**src/rtl/npu_host_master.sv**
```systemverilog
// npu_host_master
//   Host-side initiator for the NPU memory-mapped port. Accepts one write,
//   read or poll command at a time and turns it into timed ena/wea/addra/dina
//   cycles. Read and poll results return on a valid/ready response channel.
//
// Ports
//   clk, rst                   clock, synchronous active-high reset
//   cmd_valid/cmd_ready        command handshake
//   cmd_op                     00 write, 01 read, 10 poll, 11 no-op
//   cmd_addr, cmd_data         target address, write data
//   rsp_valid/rsp_ready        response handshake
//   rsp_data, rsp_err          captured douta, poll timeout flag
//   busy                       FSM active or response pending
//   ena, wea, addra, dina      NPU port (registered)
//   douta                      NPU read data, one cycle after a read access
//
// Optional feature (macro NPU_HOST_POLL_TIMEOUT_EN)
//   Defined:   a poll that still reads douta[0]==0 after POLL_MAX attempts
//              responds with the last douta and rsp_err=1.
//   Undefined: polls retry indefinitely and rsp_err is tied 0.

module npu_host_master #(
  parameter int ADDR_W   = 16,
  parameter int DATA_W   = 32,
  parameter int POLL_MAX = 1024
) (
  input  logic              clk,
  input  logic              rst,
  input  logic              cmd_valid,
  output logic              cmd_ready,
  input  logic [1:0]        cmd_op,
  input  logic [ADDR_W-1:0] cmd_addr,
  input  logic [DATA_W-1:0] cmd_data,
  output logic              rsp_valid,
  input  logic              rsp_ready,
  output logic [DATA_W-1:0] rsp_data,
  output logic              rsp_err,
  output logic              busy,
  output logic              ena,
  output logic              wea,
  output logic [ADDR_W-1:0] addra,
  output logic [DATA_W-1:0] dina,
  input  logic [DATA_W-1:0] douta
);

  localparam int CNT_W = $clog2(POLL_MAX + 1);

  typedef enum logic [2:0] {
    S_IDLE,
    S_WR,
    S_GAP,
    S_RD,
    S_CAP
  } state_t;

  state_t             r_state;
  state_t             w_state_nxt;
  logic               r_is_poll;
  logic [CNT_W-1:0]   r_attempt;
  logic               r_ena;
  logic               r_wea;
  logic [ADDR_W-1:0]  r_addra;
  logic [DATA_W-1:0]  r_dina;
  logic               r_rsp_valid;
  logic [DATA_W-1:0]  r_rsp_data;
  logic               w_hs;
  logic               w_cmd_ready;
  logic               w_rsp_load;
  logic               w_attempt_inc;

  assign w_cmd_ready = (r_state == S_IDLE) && !r_rsp_valid;
  assign w_hs        = cmd_valid && w_cmd_ready;

`ifdef NPU_HOST_POLL_TIMEOUT_EN
  localparam logic [CNT_W-1:0] POLL_LAST = CNT_W'(POLL_MAX - 1);
  logic r_rsp_err;
  logic w_rsp_err_nxt;
`endif

  always_comb begin
    w_state_nxt   = r_state;
    w_rsp_load    = 1'b0;
    w_attempt_inc = 1'b0;
`ifdef NPU_HOST_POLL_TIMEOUT_EN
    w_rsp_err_nxt = 1'b0;
`endif
    case (r_state)
      S_IDLE: begin
        if (w_hs) begin
          case (cmd_op)
            2'b00:        w_state_nxt = S_WR;
            2'b01, 2'b10: w_state_nxt = S_RD;
            default:      w_state_nxt = S_IDLE;
          endcase
        end
      end
      S_WR:  w_state_nxt = S_GAP;
      S_GAP: w_state_nxt = S_IDLE;
      S_RD:  w_state_nxt = S_CAP;
      S_CAP: begin
        if (!r_is_poll || douta[0]) begin
          w_rsp_load  = 1'b1;
          w_state_nxt = S_IDLE;
        end
`ifdef NPU_HOST_POLL_TIMEOUT_EN
        // r_attempt counts failed attempts before this one, so this is attempt POLL_MAX
        else if (r_attempt == POLL_LAST) begin
          w_rsp_load    = 1'b1;
          w_rsp_err_nxt = 1'b1;
          w_state_nxt   = S_IDLE;
        end
`endif
        else begin
          w_attempt_inc = 1'b1;
          w_state_nxt   = S_RD;
        end
      end
      default: w_state_nxt = S_IDLE;
    endcase
  end

  always_ff @(posedge clk) begin
    if (rst) r_state <= S_IDLE;
    else     r_state <= w_state_nxt;
  end

  // Port outputs are registered from the next state so the access lands in
  // the same cycle the FSM sits in S_WR / S_RD.
  always_ff @(posedge clk) begin
    if (rst) begin
      r_ena       <= 1'b0;
      r_wea       <= 1'b0;
      r_addra     <= '0;
      r_dina      <= '0;
      r_is_poll   <= 1'b0;
      r_attempt   <= '0;
      r_rsp_valid <= 1'b0;
      r_rsp_data  <= '0;
    end else begin
      r_ena <= (w_state_nxt == S_WR) || (w_state_nxt == S_RD);
      r_wea <= (w_state_nxt == S_WR);
      if (w_hs && (cmd_op != 2'b11)) begin
        r_addra   <= cmd_addr;
        r_is_poll <= (cmd_op == 2'b10);
      end
      if (w_hs && (cmd_op == 2'b00)) r_dina <= cmd_data;
      if (w_hs)               r_attempt <= '0;
      else if (w_attempt_inc) r_attempt <= r_attempt + 1'b1;
      if (w_rsp_load) begin
        r_rsp_valid <= 1'b1;
        r_rsp_data  <= douta;
      end else if (r_rsp_valid && rsp_ready) begin
        r_rsp_valid <= 1'b0;
      end
    end
  end

`ifdef NPU_HOST_POLL_TIMEOUT_EN
  always_ff @(posedge clk) begin
    if (rst)             r_rsp_err <= 1'b0;
    else if (w_rsp_load) r_rsp_err <= w_rsp_err_nxt;
  end
  assign rsp_err = r_rsp_err;
`else
  assign rsp_err = 1'b0;
`endif

  assign cmd_ready = w_cmd_ready;
  assign rsp_valid = r_rsp_valid;
  assign rsp_data  = r_rsp_data;
  assign busy      = (r_state != S_IDLE) || r_rsp_valid;
  assign ena       = r_ena;
  assign wea       = r_wea;
  assign addra     = r_addra;
  assign dina      = r_dina;

endmodule

```
**config.mk**
```make
export PLATFORM = sky130hd
export DESIGN_NAME = npu_host_master
export DESIGN_NICKNAME = d
export VERILOG_FILES = /design/src/rtl/npu_host_master.sv
export SDC_FILE = /design/constraint.sdc
export NUM_CORES = 1
export LEC_CHECK = 0
export BUFFER_PORTS_ARGS = -buffer_cell sky130_fd_sc_hd__buf_2
export CAP_MARGIN = 40
export CORE_AREA = 2 2 89 100
export DETAILED_ROUTE_END_ITERATION = 6
export DIE_AREA = 0 0 91 102
export GPL_ROUTABILITY_DRIVEN = 0
export GPL_TIMING_DRIVEN = 0
export PLACE_DENSITY = 0.77
export SLEW_MARGIN = 20
export SYNTH_ARGS = -nofsm -noshare
export SYNTH_HDL_FRONTEND = slang
export SYNTH_SLANG_ARGS = --single-unit
```
**constraint.sdc**
```tcl
create_clock -name clk -period 3.3 [get_ports clk]
set_input_delay 0 -clock clk [delete_from_list [all_inputs] [get_ports clk]]
set_output_delay 0 -clock clk [all_outputs]
set_load 0.01 [all_outputs]
```
==> results of run 1 <==
## worst register-to-register path: cells and delay by family, from the launching register on
family	cells	cell delay, ps
simple gates	1	460
buf+inv	1	250
flops	1	450
compound gates	2	390
## through the flow
step,setup WS (ps),cells
after floorplan,1890,396
after global placement,1760,676
after detailed placement,1690,676
after CTS,1650,773
after global routing,1540,773
final,1640,773
## logic make-up (layout without fill, tap and decap cells)
logic type	after synthesis	after routing	share of synthesized area [%]
AND/OR/NAND/NOR	129	129	23.0
other	1	1	0.103
multiplexers	32	32	8.78
AO/OA/AOI/OAI	104	104	14.4
buffers and inverters	40	306	5.01
adder cells (fa/ha/maj)	3	3	1.03
flip-flops	87	87	47.8
## final timing paths
kind         slack (ps)           end  cells past startpoint
min reg2reg         470      dina[20]                      2
min                 160     r_is_poll                      4
max                1640  rsp_data[13]                      4
max reg2reg        1640  rsp_data[13]                      4
## power by group
part           internal [uW]  switching (uW)  total [uW]
clock network            375             382         757
logic                    191             165         355
registers               1080            20.1        1100
total                   1650             566        2220
## what timing repair did
item / CTS / global route
gates resized for setup: 0 / 0
hold buffers: 81 / 0
endpoints found under the hold margin: 81 / 0
## cell usage in the layout, fill, tap and decap left out, types with 2 or more instances in the layout
cell type and n:
a21oi_1 53, buf_2 175, buf_4 4, clkbuf_1 26, clkbuf_8 10, clkinv_2 2, dfxtp_1 87, dlygate4sd3_1 81
ha_1 3, inv_1 2, inv_6 2, mux2i_1 32, nand2_1 2, nand2b_1 66, nand3_1 31, nand4b_1 17
nor2_1 2, nor2b_1 3, o21ai_0 19, o21ai_1 31
## sequential cells by signal, indices dropped and copies added, names as in the netlist
register,cells
addra,16
dina,32
ena,1
r_is_poll,1
r_state,3
rsp_data,32
rsp_valid,1
wea,1
## per-layer routing
metal,up-vias,part of all wire (%),track usage [%]
li1,1899,-,-
met4,0,3.6,9.79
met5,-,0,0
met2,181,50,43.2
met1,1848,40,28.0
met3,40,6.3,4.79
## cells in the mapped netlist (4+ instances only)
master	number	area [sq um]
dfxtp_1	87	1740
nand2b_1	66	413
a21oi_1	53	265
mux2i_1	32	320
nand3_1	31	155
o21ai_1	31	155
clkbuf_1	26	97.6
o21ai_0	19	95.1
nand4b_1	17	149
buf_2	6	30.0
buf_4	4	30.0
## layout make-up
class	count	area, sq um	share of cell area, %
clock inverter	6	66.3	1.17
sequential	87	1740	30.8
clock buffer	10	138	2.44
multi-input combinational	269	1720	30.5
inverter	3	13.8	0.244
tap	111	139	2.46
buffer	37	169	2.99
timing repair buffer	250	1660	29.3
==> reports/qor.txt, run 1 <==
r2r startpoint: r_state[2]
CTS Sinks: 87
Worst Tran Pin Value: 515 ps
Antenna Cells: 0
Post-synth EDFFs: 0
CP Launch Point: r_state[2]
sequential share of the synthesized area: 47.8%
Slew Limit Fails: 0
antenna violations before repair: 0
peak supply drop: 0.000271 V
P_leak: 0.00246 uW
Power Density: 392 nW/um^2
number of DRC markers in iteration 0: 116
RSZ-0062 raised after global routing: no
warnings from Yosys: 0
Post-Syn Instances: 396
total number of vias: 3968
kind of critical path: register to register
CTS Root Cell: clkbuf_8
I/O pins: 172
startpoint type of the worst setup path: register
Critical Path Sink Type: register
clk_lat worst skew: 350 ps
drt drc: 0
Crit Path Max Fanout: 10
CP top delay family: simple AND/OR/NAND/NOR gates
die width: 91 um
fin crit share: 50.4%
port bufs: 169
Routed WL per cell: 15.1 um
Hold Fails Final Rpt: 0
final net count: 746
Final Cell Area: 5650 sq um
Hold WS: 156 ps
slowest stage delay, CP: 460 ps
setup_tns: 0 ps
# H-tree levels: 3
Post-DRT Antenna Nets: 0
CTS tree: built
Max Freq: 0.601 GHz
Max-Cap Viols: 0
Buffers & Inverters on Critical Path: 1
final worst clock skew: 17.7 ps
Mapped Avg Cell Area: 9.21 sq um
Pwr Total: 2220 uW
# setup viols final: 0
critical path required time: 3530 ps
asr flop ratio synth: 0%
Crit-path slowest cell: or3b_1
Netlist Area Pre-Place: 3650 sq um
Max Root-Sink Buffers: 2
CTS Buf Count: 9
grt ovf: 0
cell chain of the critical path: or3b_1 -> clkbuf_1 -> o21ai_0 -> a21oi_1
Cell Area, Placed: 4630 sq um
gr usage total: 23.9%
synth-to-layout area growth: 54.8%
die area: 9280 sq um
final core occ: 68.6%
Post-DP HPWL: 7.23 mm
DR vias/cell: 5.13
DR pass1 iterations: 4
Slew HR: 65.7%
largest net degree at the start of global routing: 16
die height: 102 um
synthesized flop and latch total: 87
total routed wirelength: 11.6 mm
Reg clk slew, reported paths: 100 ps
Hold Startpoint: cmd_op[1]
Min Clock Period, post-route: 1660 ps
Yosys cell types: 28
top_reg_cell synth: dfxtp_1
postcts setup bufs: 0
Syn Nets: 485
core area: 8230 sq um
share of cells above drive strength 1: 30.1%
outcome: finished clean
vias in the first global route: 3873
first-pass GRT wire length: 18.2 mm
WP data arrival: 1890 ps
Initial Util: 44.3%
Fillers: 665
Site Rows: 35
Hold Crit Class: input pin to register
Power figures use the tool's default switching activity.
==> inputs of run 2 (changes only) <==
--- a/config.mk
+++ b/config.mk
@@ -7,12 +7,12 @@
 export LEC_CHECK = 0
 export BUFFER_PORTS_ARGS = -buffer_cell sky130_fd_sc_hd__buf_2
 export CAP_MARGIN = 40
-export CORE_AREA = 2 2 89 100
+export CORE_AREA = 2 2 92 103
 export DETAILED_ROUTE_END_ITERATION = 6
-export DIE_AREA = 0 0 91 102
+export DIE_AREA = 0 0 94 105
 export GPL_ROUTABILITY_DRIVEN = 0
 export GPL_TIMING_DRIVEN = 0
-export PLACE_DENSITY = 0.77
+export PLACE_DENSITY = 0.75
 export SLEW_MARGIN = 20
 export SYNTH_ARGS = -nofsm -noshare
 export SYNTH_HDL_FRONTEND = slang
==> constraint.sdc (replaced) <==
create_clock -name clk -period 1.4 [get_ports clk]
set_input_delay 0 -clock clk [delete_from_list [all_inputs] [get_ports clk]]
set_output_delay 0 -clock clk [all_outputs]
set_load 0.01 [all_outputs]
==> reports/qor.txt, run 2 (same netlist as run 1, synthesis figures left out) <==
Buffers & Inverters on Critical Path: 2
slowest stage delay, CP: 370 ps
Min Clock Period, post-route: 1490 ps
Reg clk slew, reported paths: 80 ps
gr usage total: 23.2%
WHS Endpoint: r_is_poll
fin crit share: 106%
Routed WL per cell: 15.8 um
commonest non-fill, non-tap cell in the layout: buf_2
vias in the first global route: 3904
Crit-path slowest cell: dfxtp_4
CTS Sinks: 87
WP data arrival: 1760 ps
die area: 9870 sq um
Slew Limit Fails: 0
Sequential Power Share: 46.5%
# H-tree levels: 3
final worst clock skew: 6.75 ps
Antenna Cells: 0
outcome: complete, but fails checks
I/O pins: 172
core area: 8780 sq um
critical path required time: 1670 ps
first-pass GRT wire length: 18.4 mm
number of DRC markers in iteration 0: 137
P_leak: 0.00266 uW
Hold Startpoint: cmd_op[1]
peak supply drop: 0.000596 V
cell chain of the critical path: nor4_4 -> and3_4 -> buf_8 -> buf_12 -> mux2i_4
antenna violations before repair: 0
drt drc: 0
Reg-to-Reg End: dina[2]
CP top delay family: simple AND/OR/NAND/NOR gates
total number of vias: 4049
kind of critical path: register to register
setup_tns: -1420 ps
Max-Cap Viols: 0
# setup viols final: 50
Site Rows: 36
Clock power frac: 35.1%
Fillers: 662
Hold Fails Final Rpt: 0
Gate power share: 18.4%
final core occ: 71.1%
DR vias/cell: 5.12
r2r startpoint: r_state[2]
Max Root-Sink Buffers: 2
Power Density: 898 nW/um^2
CTS Buf Count: 9
switch share: 24.7%
Max Freq: 0.673 GHz
DR pass1 iterations: 4
Crit Path Max Fanout: 10
Worst Tran Pin Value: 655 ps
Post-DRT Antenna Nets: 0
share of cells above drive strength 1: 41.9%
clk_lat worst skew: 340 ps
port bufs: 169
NetSw: 1390 uW
internal power: 4220 uW
startpoint type of the worst setup path: register
die height: 105 um
most frequent cells in the layout: 167 x buf_2, 82 x dfxtp_1, 81 x dlygate4sd3_1
hold path depth: 4
final net count: 761
CTS tree: built
Hold Crit Class: input pin to register
synth-to-layout area growth: 71.2%
FF-to-FF path depth: 5
die width: 94 um
RSZ-0062 raised after global routing: yes
grt ovf: 0
largest net degree at the start of global routing: 14
Critical Path Sink Type: register
Slew HR: 56.3%
Initial Util: 41.5%
setup ws final: -86.7 ps
failing checks: negative setup slack
r2r setup slk: -90 ps
total routed wirelength: 12.5 mm
Post-DP HPWL: 7.30 mm
CTS Root Cell: clkbuf_8
run 2: cell types whose count changed in the layout (fill, tap and decap cells not counted), sizes merged:
| cell | delta |
|---|---|
| clkbuf | +2 |
| inv | -2 |
| clkinv | -2 |
| bufinv | +1 |
| buf | +16 |
run 2: worst max path at each step:
stage                   end  startpoint  slack [ps]  cells past startpoint
2_1_floorplan           wea  r_state[0]          20                      5
3_3_place_gp   rsp_data[21]  r_state[2]        -160                      4
3_5_place_dp   rsp_data[26]  r_state[2]        -200                      4
4_1_cts                busy  r_state[2]         -60                      5
5_1_grt                busy  r_state[2]        -140                      5
6_report            dina[2]  r_state[2]         -90                      5
run 2: metal layers:
metal,GRT usage [%],wire [um],vias up
met5,0,0,-
met4,8.80,315,0
met3,6.20,774,29
met2,41.7,6410,158
met1,25.7,4980,1926
li1,-,-,1936
run 2: tightest hold or removal path, delay by kind of cell:
family	cells	cell delay, ps
fa+ha+maj	1	180
compound gates	1	60
simple gates	1	110
buf+inv	1	120
run 2: area by class of cell:
type                    count  area [sq um]  area share (%)
multi-input cells         269          1980            31.7
plain buffers              37           285            4.57
repair buffers            265          1840            29.5
flip-flops and latches     87          1760            28.1
clock inverters             3          65.1            1.04
inverters                   3          18.8           0.301
clock buffers              13           159            2.55
well taps                 114           143            2.28
run 2: stage by stage:
stage / total power [uW] / cells / instance area, sq um / setup slack, ps / hold slack [ps]
finish: 5610 / 791 / 6240 / -86.7 / 167
global placement: 3280 / 679 / 4640 / -161 / 253
floorplan: 3020 / 396 / 3650 / 16.2 / 140
CTS: 5530 / 785 / 5870 / -60.4 / 150
detailed placement: 3310 / 679 / 4640 / -202 / 261
global route: 5840 / 791 / 6240 / -135 / 159
run 2: power groups by stage:
stage	Sequential, uW	Combinational (uW)	Clock [uW]
final	2610	1030	1970
after global routing	2620	1100	2120
after CTS	2600	928	2000
after detailed placement	2660	647	0
after global placement	2650	631	0
after floorplan	2690	327	0
run 2: what timing repair did:
item                                    CTS  global route
endpoints found under the hold margin    81             0
pin swaps                                 8            60
hold buffers                             81             0
endpoints found under the setup margin   77            85
resized for setup                        41           110
gates cloned                              1             3
buffers inserted                          8             3
